`src/rtl/led_display_scheduler_if.sv`:
```
// Request/acknowledge bundle between the display scheduler and the
// serial LED driver (led_write FSM).
`timescale 1ns/1ps
interface led_display_scheduler_if;
    // Handshake: control_write / dot_write are single-cycle requests, never
    // high together; at most one request is outstanding, and the driver ends
    // it with a single-cycle write_end pulse. control_word and char0..3 are
    // stable from the cycle after the request until the next request.
    logic       control_write;
    logic       dot_write;
    logic [7:0] control_word;
    logic [7:0] char0;
    logic [7:0] char1;
    logic [7:0] char2;
    logic [7:0] char3;
    logic       write_end;

    modport master (
        output control_write, dot_write, control_word,
        output char0, char1, char2, char3,
        input  write_end
    );

    modport slave (
        input  control_write, dot_write, control_word,
        input  char0, char1, char2, char3,
        output write_end
    );
endinterface

```
`src/rtl/led_display_scheduler.sv`:
```
// Buffers received characters as a message and schedules control-word and
// dot-register writes to the LED driver, one outstanding write at a time.
`timescale 1ns/1ps
module led_display_scheduler #(
    parameter int         MSG_DEPTH = 16,
    parameter int         TIMEOUT   = 4095,
    parameter logic [7:0] PAD_CHAR  = 8'h20
) (
    input  logic                       led_clk,
    input  logic                       rstn,
    input  logic [7:0]                 rx_data,
    input  logic                       rx_valid,
    input  logic [7:0]                 ctrl_word_in,
    input  logic                       ctrl_update,
    input  logic                       scrolling_enable,
    input  logic                       tick,
    led_display_scheduler_if.master    drv,
    output logic [$clog2(MSG_DEPTH):0] msg_len,
    output logic                       overflow,
    output logic                       timeout_err,
    output logic [2:0]                 state_dbg
);
    localparam int         PW       = $clog2(MSG_DEPTH);
    localparam int         LW       = PW + 1;
    localparam int         TW       = $clog2(TIMEOUT + 1);
    localparam logic [7:0] CR       = 8'h0D;
    localparam logic [7:0] CW_RESET = 8'h4F;

    typedef enum logic [2:0] {
        IDLE      = 3'd0,
        CTRL_REQ  = 3'd1,
        CTRL_WAIT = 3'd2,
        DOT_REQ   = 3'd3,
        DOT_WAIT  = 3'd4
    } state_t;

    state_t          state_q, state_d;
    logic [TW-1:0]   timer_q, timer_d;
    logic [7:0]      mem_q [MSG_DEPTH];
    logic [7:0]      mem_d [MSG_DEPTH];
    logic [LW-1:0]   len_q, len_d;
    logic [PW-1:0]   sptr_q, sptr_d;
    logic            ovf_q, ovf_d;
    logic            terr_q, terr_d;
    logic [7:0]      shadow_q, shadow_d;
    logic            ctrl_pend_q, ctrl_pend_d;
    logic            tick_pend_q, tick_pend_d;
    logic [7:0]      cw_q, cw_d;
    logic [7:0]      chr_q [4];
    logic [7:0]      chr_d [4];
    logic            ctrl_wr, dot_wr;
    logic [PW-1:0]   scroll_idx, scroll_nxt;

    // A scroll pointer left beyond the message (after a CR) restarts at 0.
    assign scroll_idx = ({1'b0, sptr_q} >= len_q) ? '0 : sptr_q;
    assign scroll_nxt = (({1'b0, scroll_idx} + LW'(1)) >= len_q) ? '0 : scroll_idx + PW'(1);

    // Next-state, request strobes, character load, message buffer, pending flags.
    always_comb begin
        state_d     = state_q;
        timer_d     = timer_q;
        mem_d       = mem_q;
        len_d       = len_q;
        sptr_d      = sptr_q;
        ovf_d       = ovf_q;
        terr_d      = terr_q;
        shadow_d    = shadow_q;
        ctrl_pend_d = ctrl_pend_q;
        tick_pend_d = tick_pend_q;
        cw_d        = cw_q;
        chr_d       = chr_q;
        ctrl_wr     = 1'b0;
        dot_wr      = 1'b0;

        case (state_q)
            IDLE: begin
                // Control updates take priority over dot refreshes.
                if (ctrl_pend_q) begin
                    state_d = CTRL_REQ;
                end else if (tick_pend_q) begin
                    if (len_q != '0) state_d = DOT_REQ;
                    else             tick_pend_d = 1'b0;
                end
            end
            CTRL_REQ: begin
                ctrl_wr     = 1'b1;
                cw_d        = shadow_q;
                ctrl_pend_d = 1'b0;
                timer_d     = '0;
                state_d     = CTRL_WAIT;
            end
            DOT_REQ: begin
                dot_wr      = 1'b1;
                tick_pend_d = 1'b0;
                timer_d     = '0;
                state_d     = DOT_WAIT;
                if (scrolling_enable) begin
                    chr_d[0] = mem_q[scroll_idx];
                    sptr_d   = scroll_nxt;
                end else begin
                    for (int n = 0; n < 4; n++) begin
                        chr_d[n] = (LW'(n) < len_q) ? mem_q[n[PW-1:0]] : PAD_CHAR;
                    end
                end
            end
            CTRL_WAIT, DOT_WAIT: begin
                if (drv.write_end) begin
                    state_d = IDLE;
                end else if (timer_q == TW'(TIMEOUT - 1)) begin
                    terr_d  = 1'b1;
                    state_d = IDLE;
                end else begin
                    timer_d = timer_q + 1'b1;
                end
            end
            default: state_d = IDLE;
        endcase

        // The buffer accepts characters in every state; a CR also overrides
        // any scroll-pointer advance made in the same cycle.
        if (rx_valid) begin
            if (rx_data == CR) begin
                len_d  = '0;
                sptr_d = '0;
                ovf_d  = 1'b0;
            end else if (len_q < LW'(MSG_DEPTH)) begin
                mem_d[len_q[PW-1:0]] = rx_data;
                len_d                = len_q + 1'b1;
            end else begin
                ovf_d = 1'b1;
            end
        end

        // Set strobes come last so they win over a same-cycle clear.
        if (ctrl_update) begin
            shadow_d    = ctrl_word_in;
            ctrl_pend_d = 1'b1;
        end
        if (tick) tick_pend_d = 1'b1;
    end

    // State and datapath registers with asynchronous reset.
    always_ff @(posedge led_clk or negedge rstn) begin
        if (!rstn) begin
            state_q     <= IDLE;
            timer_q     <= '0;
            mem_q       <= '{default: 8'h00};
            len_q       <= '0;
            sptr_q      <= '0;
            ovf_q       <= 1'b0;
            terr_q      <= 1'b0;
            shadow_q    <= '0;
            ctrl_pend_q <= 1'b0;
            tick_pend_q <= 1'b0;
            cw_q        <= CW_RESET;
            chr_q       <= '{default: PAD_CHAR};
        end else begin
            state_q     <= state_d;
            timer_q     <= timer_d;
            mem_q       <= mem_d;
            len_q       <= len_d;
            sptr_q      <= sptr_d;
            ovf_q       <= ovf_d;
            terr_q      <= terr_d;
            shadow_q    <= shadow_d;
            ctrl_pend_q <= ctrl_pend_d;
            tick_pend_q <= tick_pend_d;
            cw_q        <= cw_d;
            chr_q       <= chr_d;
        end
    end

    assign drv.control_write = ctrl_wr;
    assign drv.dot_write     = dot_wr;
    assign drv.control_word  = cw_q;
    assign drv.char0         = chr_q[0];
    assign drv.char1         = chr_q[1];
    assign drv.char2         = chr_q[2];
    assign drv.char3         = chr_q[3];
    assign msg_len           = len_q;
    assign overflow          = ovf_q;
    assign timeout_err       = terr_q;
    assign state_dbg         = state_q;
endmodule

```
`src/flat_wrapper.sv`:
```
// flat-port wrapper written by rule: the top's interface ports become plain ports
module led_display_scheduler_flat 
#(
    parameter int         MSG_DEPTH = 16,
    parameter int         TIMEOUT   = 4095,
    parameter logic [7:0] PAD_CHAR  = 8'h20
)
  (led_clk, rstn, rx_data, rx_valid, ctrl_word_in, ctrl_update, scrolling_enable, tick, msg_len, overflow, timeout_err, state_dbg, drv_control_write, drv_dot_write, drv_control_word, drv_char0, drv_char1, drv_char2, drv_char3, drv_write_end);
  led_display_scheduler_if drv_i ();
  input  logic led_clk;
  input  logic rstn;
  input  logic [7:0] rx_data;
  input  logic rx_valid;
  input  logic [7:0] ctrl_word_in;
  input  logic ctrl_update;
  input  logic scrolling_enable;
  input  logic tick;
  output logic [$clog2(MSG_DEPTH):0] msg_len;
  output logic overflow;
  output logic timeout_err;
  output logic [2:0] state_dbg;
  output wire logic [$bits(drv_i.control_write)-1:0] drv_control_write;
  output wire logic [$bits(drv_i.dot_write)-1:0] drv_dot_write;
  output wire logic [$bits(drv_i.control_word)-1:0] drv_control_word;
  output wire logic [$bits(drv_i.char0)-1:0] drv_char0;
  output wire logic [$bits(drv_i.char1)-1:0] drv_char1;
  output wire logic [$bits(drv_i.char2)-1:0] drv_char2;
  output wire logic [$bits(drv_i.char3)-1:0] drv_char3;
  input wire logic [$bits(drv_i.write_end)-1:0] drv_write_end;
  assign drv_control_write = drv_i.control_write;
  assign drv_dot_write = drv_i.dot_write;
  assign drv_control_word = drv_i.control_word;
  assign drv_char0 = drv_i.char0;
  assign drv_char1 = drv_i.char1;
  assign drv_char2 = drv_i.char2;
  assign drv_char3 = drv_i.char3;
  assign drv_i.write_end = drv_write_end;
  led_display_scheduler #(.MSG_DEPTH(MSG_DEPTH), .TIMEOUT(TIMEOUT), .PAD_CHAR(PAD_CHAR)) u_core (.led_clk(led_clk), .rstn(rstn), .rx_data(rx_data), .rx_valid(rx_valid), .ctrl_word_in(ctrl_word_in), .ctrl_update(ctrl_update), .scrolling_enable(scrolling_enable), .tick(tick), .drv(drv_i), .msg_len(msg_len), .overflow(overflow), .timeout_err(timeout_err), .state_dbg(state_dbg));
endmodule
```
`config.mk`:
```
export PLATFORM = sky130hd
export DESIGN_NAME = led_display_scheduler_flat
export DESIGN_NICKNAME = d
export VERILOG_FILES = /design/src/rtl/led_display_scheduler_if.sv /design/src/rtl/led_display_scheduler.sv /design/src/flat_wrapper.sv
export SDC_FILE = /design/constraint.sdc
export NUM_CORES = 1
export LEC_CHECK = 0
export CAP_MARGIN = 25
export CORE_UTILIZATION = 30
export CTS_BUF_LIST = sky130_fd_sc_hd__clkbuf_2 sky130_fd_sc_hd__clkbuf_4 sky130_fd_sc_hd__clkbuf_8
export DETAILED_ROUTE_END_ITERATION = 8
export GPL_TIMING_DRIVEN = 0
export MAX_ROUTING_LAYER = met4
export PLACE_DENSITY = 0.59
export SYNTH_ARGS = -nofsm -noshare
export SYNTH_HDL_FRONTEND = slang
export SYNTH_SLANG_ARGS = --single-unit
```
`constraint.sdc`:
```
create_clock -name led_clk -period 4.9 [get_ports led_clk]
set_clock_uncertainty 0.15 [all_clocks]
set_input_delay 0.98 -clock led_clk [delete_from_list [all_inputs] [get_ports led_clk]]
set_output_delay 0.98 -clock led_clk [all_outputs]
set_load 0.005 [all_outputs]
```
==> impl_results.md <==
* Status: finished clean
* # resized after CTS at 0
* RSZ-0062 raised after global routing: false
* Root Driver: clkbuf_8
* Crit Path Class: flip-flop to flip-flop
* Unique masters post-synth at 62
* Core area at 31,900 µm²
* Tmin final at 4.48 ns
* Slew @ Worst Pin at 1.10 ns
* Combinational power share at 29.6%
* Synth cell count leaders: 195 x dfrtp_1, 96 x mux2_1, 49 x nand2_1
* DRC at 0
* Post-synth top area cell: dfrtp_1
* Htree depth at 2
* Largest net degree at the start of global routing at 107
* Pre-CTS setup slack at 0.506 ns
* Finish-stage setup viols at 0
* Max-Cap Viols at 0
* R2R setup slack at 0.42 ns
* Gate Count Post-Synth at 761
* Final Instance Area at 11,900 µm²
* Die Height at 183 µm
* Maximum vdd drop at 0.000169 V
* R2R Path Start: u_core.msg_len[2]
* Hold Buf Count CTS at 0
* CTS tree: done
* HP Class: flip-flop to flip-flop
* Sw power at 0.00179 W
* Internal Pwr Total at 0.00374 W
* Die Wd at 183 µm
* Hold_ws at 0.318 ns
* Sw Share at 32.4%
* Async set-reset flop share out of synthesis at 100%
* Worst Hold Launch: u_core.timeout_err
* Worst setup margin at 0.422 ns
* Ys Warns at 0
* Flop pwr share at 39.7%
* Drt pass-1 iters at 4
* Sequential fraction of the synthesis area at 52.1%
* Post-DRT Antenna Nets at 0
* Area after DPL at 11,100 µm²
* Worst Path Max Fanout at 10
* Global-route wire length before repair at 42.1 mm
* Port bufs at 73
* R2R depth at 15
* Slew Viols, Final at 0
* Final hold violation count at 0
* Layout net count at 914
* Max-slew headroom at 24.8%
* Post-synth EDFFs at 0
* Critical Path AT at 4.78 ns
* WP data required at 5.20 ns
* Final WL at 26.2 mm
* Hold Path Stages at 2
* Filler Cells Inserted at 3,111
* Area contributors post-synth: dfrtp_1 50%, mux2_1 11%, mux2_4 4.9%, mux4_2 3.4%, mux2_2 2.9%
* Post-synthesis register bit count at 204
* Reg2reg end: u_core.sptr_q[1]
* Synth top area share at 49.7%
* DR WL/cell at 19.6 µm
* Num ports at 75
* Clk slew on worst S/H paths at 0.06 ns
* Vias per cell at 5.03
* Clk network pwr share at 30.7%
* Syn Nets at 800
* Max clock buf depth at 3
* Clock Latency Late Sink at 0.54 ns
* Synth Flop Type: dfrtp_1
* Post-Syn Area per Cell at 12.9 µm²
* Antenna cells at 0
* CP endpoint kind: flip-flop
* Vias at 6,718
* Total track usage at 16.9%
* Hpwl dp at 18.2 mm
* Fin crit share at 91.4%
* Die area at 33,500 µm²
* Top-count cell post-synth: dfrtp_1
* Num CTS Buffers at 37
* Leakage at 5.49 nW
* Starting Density at 30.8%
* F_max at 223 MHz
* Total gr overflow at 0
* Setup crit start kind: flip-flop
* P&R area growth vs syn at 21.4%
* Area of the mapped netlist at 9820 µm²
* Share of layout cells above drive strength 1 at 21.6%
* Worst hold endpoint: u_core.timeout_err
* Vias in the first global route at 7,012
* Std cell rows at 65
* GPL Wtd Cong at 0.860
* Initial antenna violation count at 0
* CTS Sinks at 204
* Cell area power density at 464 nW/µm²
* 1st-iter DRT viols at 374
* Postcts setup bufs at 0
==> kinds of logic (layout without fill, tap and decap cells) <==
group,count (synthesis),count (layout),share of synthesized area [%]
XOR/XNOR,9,9,0.803
adder cells (fa/ha/maj),16,16,2.04
flip-flops,204,204,52.1
buffers and inverters,64,204,3.16
multiplexers,187,187,24.1
AND/OR/NAND/NOR,161,161,8.89
AO/OA/AOI/OAI,120,120,8.87
==> stage by stage <==
| step | utilization [%] | TNS (ns) | instances | total power (W) |
|---|---|---|---|---|
| 2_1_floorplan | - | 0 | 761 | 0.00310 |
| 4_1_cts | 37.4 | 0 | 1336 | 0.00558 |
| 6_report | 37.4 | 0 | 1336 | 0.00553 |
| 3_5_place_dp | 34.9 | 0 | 1271 | 0.00385 |
| 5_1_grt | 37.4 | 0 | 1336 | 0.00585 |
| 3_3_place_gp | 34.8 | -1226.95 | 1269 | 0.00384 |
==> cell type report <==
cell class,count,area [µm²],share of cell area (%)
Timing Repair Buffer,75,767,6.43
Tap cell,435,544,4.57
Multi-Input combinational cell,493,4390,36.9
Buffer,50,258,2.16
Clock inverter,9,81.3,0.682
Sequential cell,204,5120,42.9
Clock buffer,56,708,5.94
Inverter,14,52.6,0.441
==> worst max-delay path, stage by stage, from the launching register on <==
cell and delay [ns]:
dfrtp_1 0.41, buf_2 0.28, inv_1 0.10, ha_1 0.32, a211oi_1 0.38, o32a_1 0.41
clkbuf_1 0.47, and2_1 0.21, ha_1 0.24, xnor2_1 0.15, ha_1 0.26, a21oi_1 0.12
o21ai_0 0.11, a31oi_1 0.46, nand3_1 0.14, a21oi_1 0.20
==> registers in the layout, indices dropped and copies added, names as in the netlist <==
name                     flops
u_core.mem_q               128
u_core.timer_q              12
u_core.drv.char0             8
u_core.drv.char1             8
u_core.drv.char2             8
u_core.drv.char3             8
u_core.drv.control_word      8
u_core.shadow_q              8
u_core.msg_len               5
u_core.sptr_q                4
u_core.state_dbg             3
u_core.ctrl_pend_q           1
u_core.overflow              1
u_core.tick_pend_q           1
u_core.timeout_err           1
==> cell usage in the layout (no fill, tap or decap), types with 4 or more instances in the layout <==
master	synthesis	final
a221oi_1	14	14
clkinv_2	0	5
nand2_1	49	49
mux4_2	15	15
mux2_4	32	32
mux2i_1	19	19
nand3_1	9	9
nor3_1	10	10
clkbuf_1	23	23
clkbuf_4	0	10
inv_1	12	12
nor4_1	4	4
dfrtp_1	195	195
o211ai_1	8	8
xnor2_1	8	8
dfstp_2	9	9
ha_1	16	16
nand4_2	4	4
nor2b_1	12	12
mux2_2	25	25
a21oi_1	21	21
nand2_2	5	5
a2111o_1	7	7
and3_1	7	7
clkdlybuf4s50_1	0	72
clkbuf_8	0	46
and2_1	11	11
buf_4	15	15
nand4_1	4	4
buf_2	11	11
nand2b_1	4	4
a2111oi_0	7	7
o21ai_0	29	29
a22o_1	15	15
mux2_1	96	96
nor2_1	25	25
==> worst max-delay path by stage <==
| stage | startpoint | endpoint | slack, ns | cells after the start |
|---|---|---|---|---|
| after floorplan | u_core.msg_len[2] | u_core.sptr_q[3] | 1.27 | 15 |
| after global placement | rstn | u_core.drv.char3[2] | -6.15 | 1 |
| after detailed placement | u_core.msg_len[2] | u_core.sptr_q[3] | 0.51 | 15 |
| after CTS | u_core.msg_len[2] | u_core.sptr_q[3] | 0.50 | 15 |
| after global routing | u_core.msg_len[2] | u_core.sptr_q[3] | 0.1 | 16 |
| final | u_core.msg_len[2] | u_core.sptr_q[1] | 0.42 | 15 |
==> per-layer routing <==
metal	wire length, µm	vias to the layer above	share of wire, %	global-route usage, %
li1	-	3040	-	-
met1	12400	3450	47	23.5
met2	11800	188	45	24.6
met3	1480	40	5.7	3.20
met4	548	0	2.1	5.20
met5	0	-	0	-
==> power groups by stage <==
stage / Combinational (W) / Clock [W] / Sequential (W)
3_3_place_gp: 0.00162 / 0 / 0.00222
5_1_grt: 0.00179 / 0.00183 / 0.00223
6_report: 0.00164 / 0.00170 / 0.00219
3_5_place_dp: 0.00163 / 0 / 0.00222
2_1_floorplan: 0.000953 / 0 / 0.00215
4_1_cts: 0.00165 / 0.00175 / 0.00219
Power figures use the tool's default switching activity.
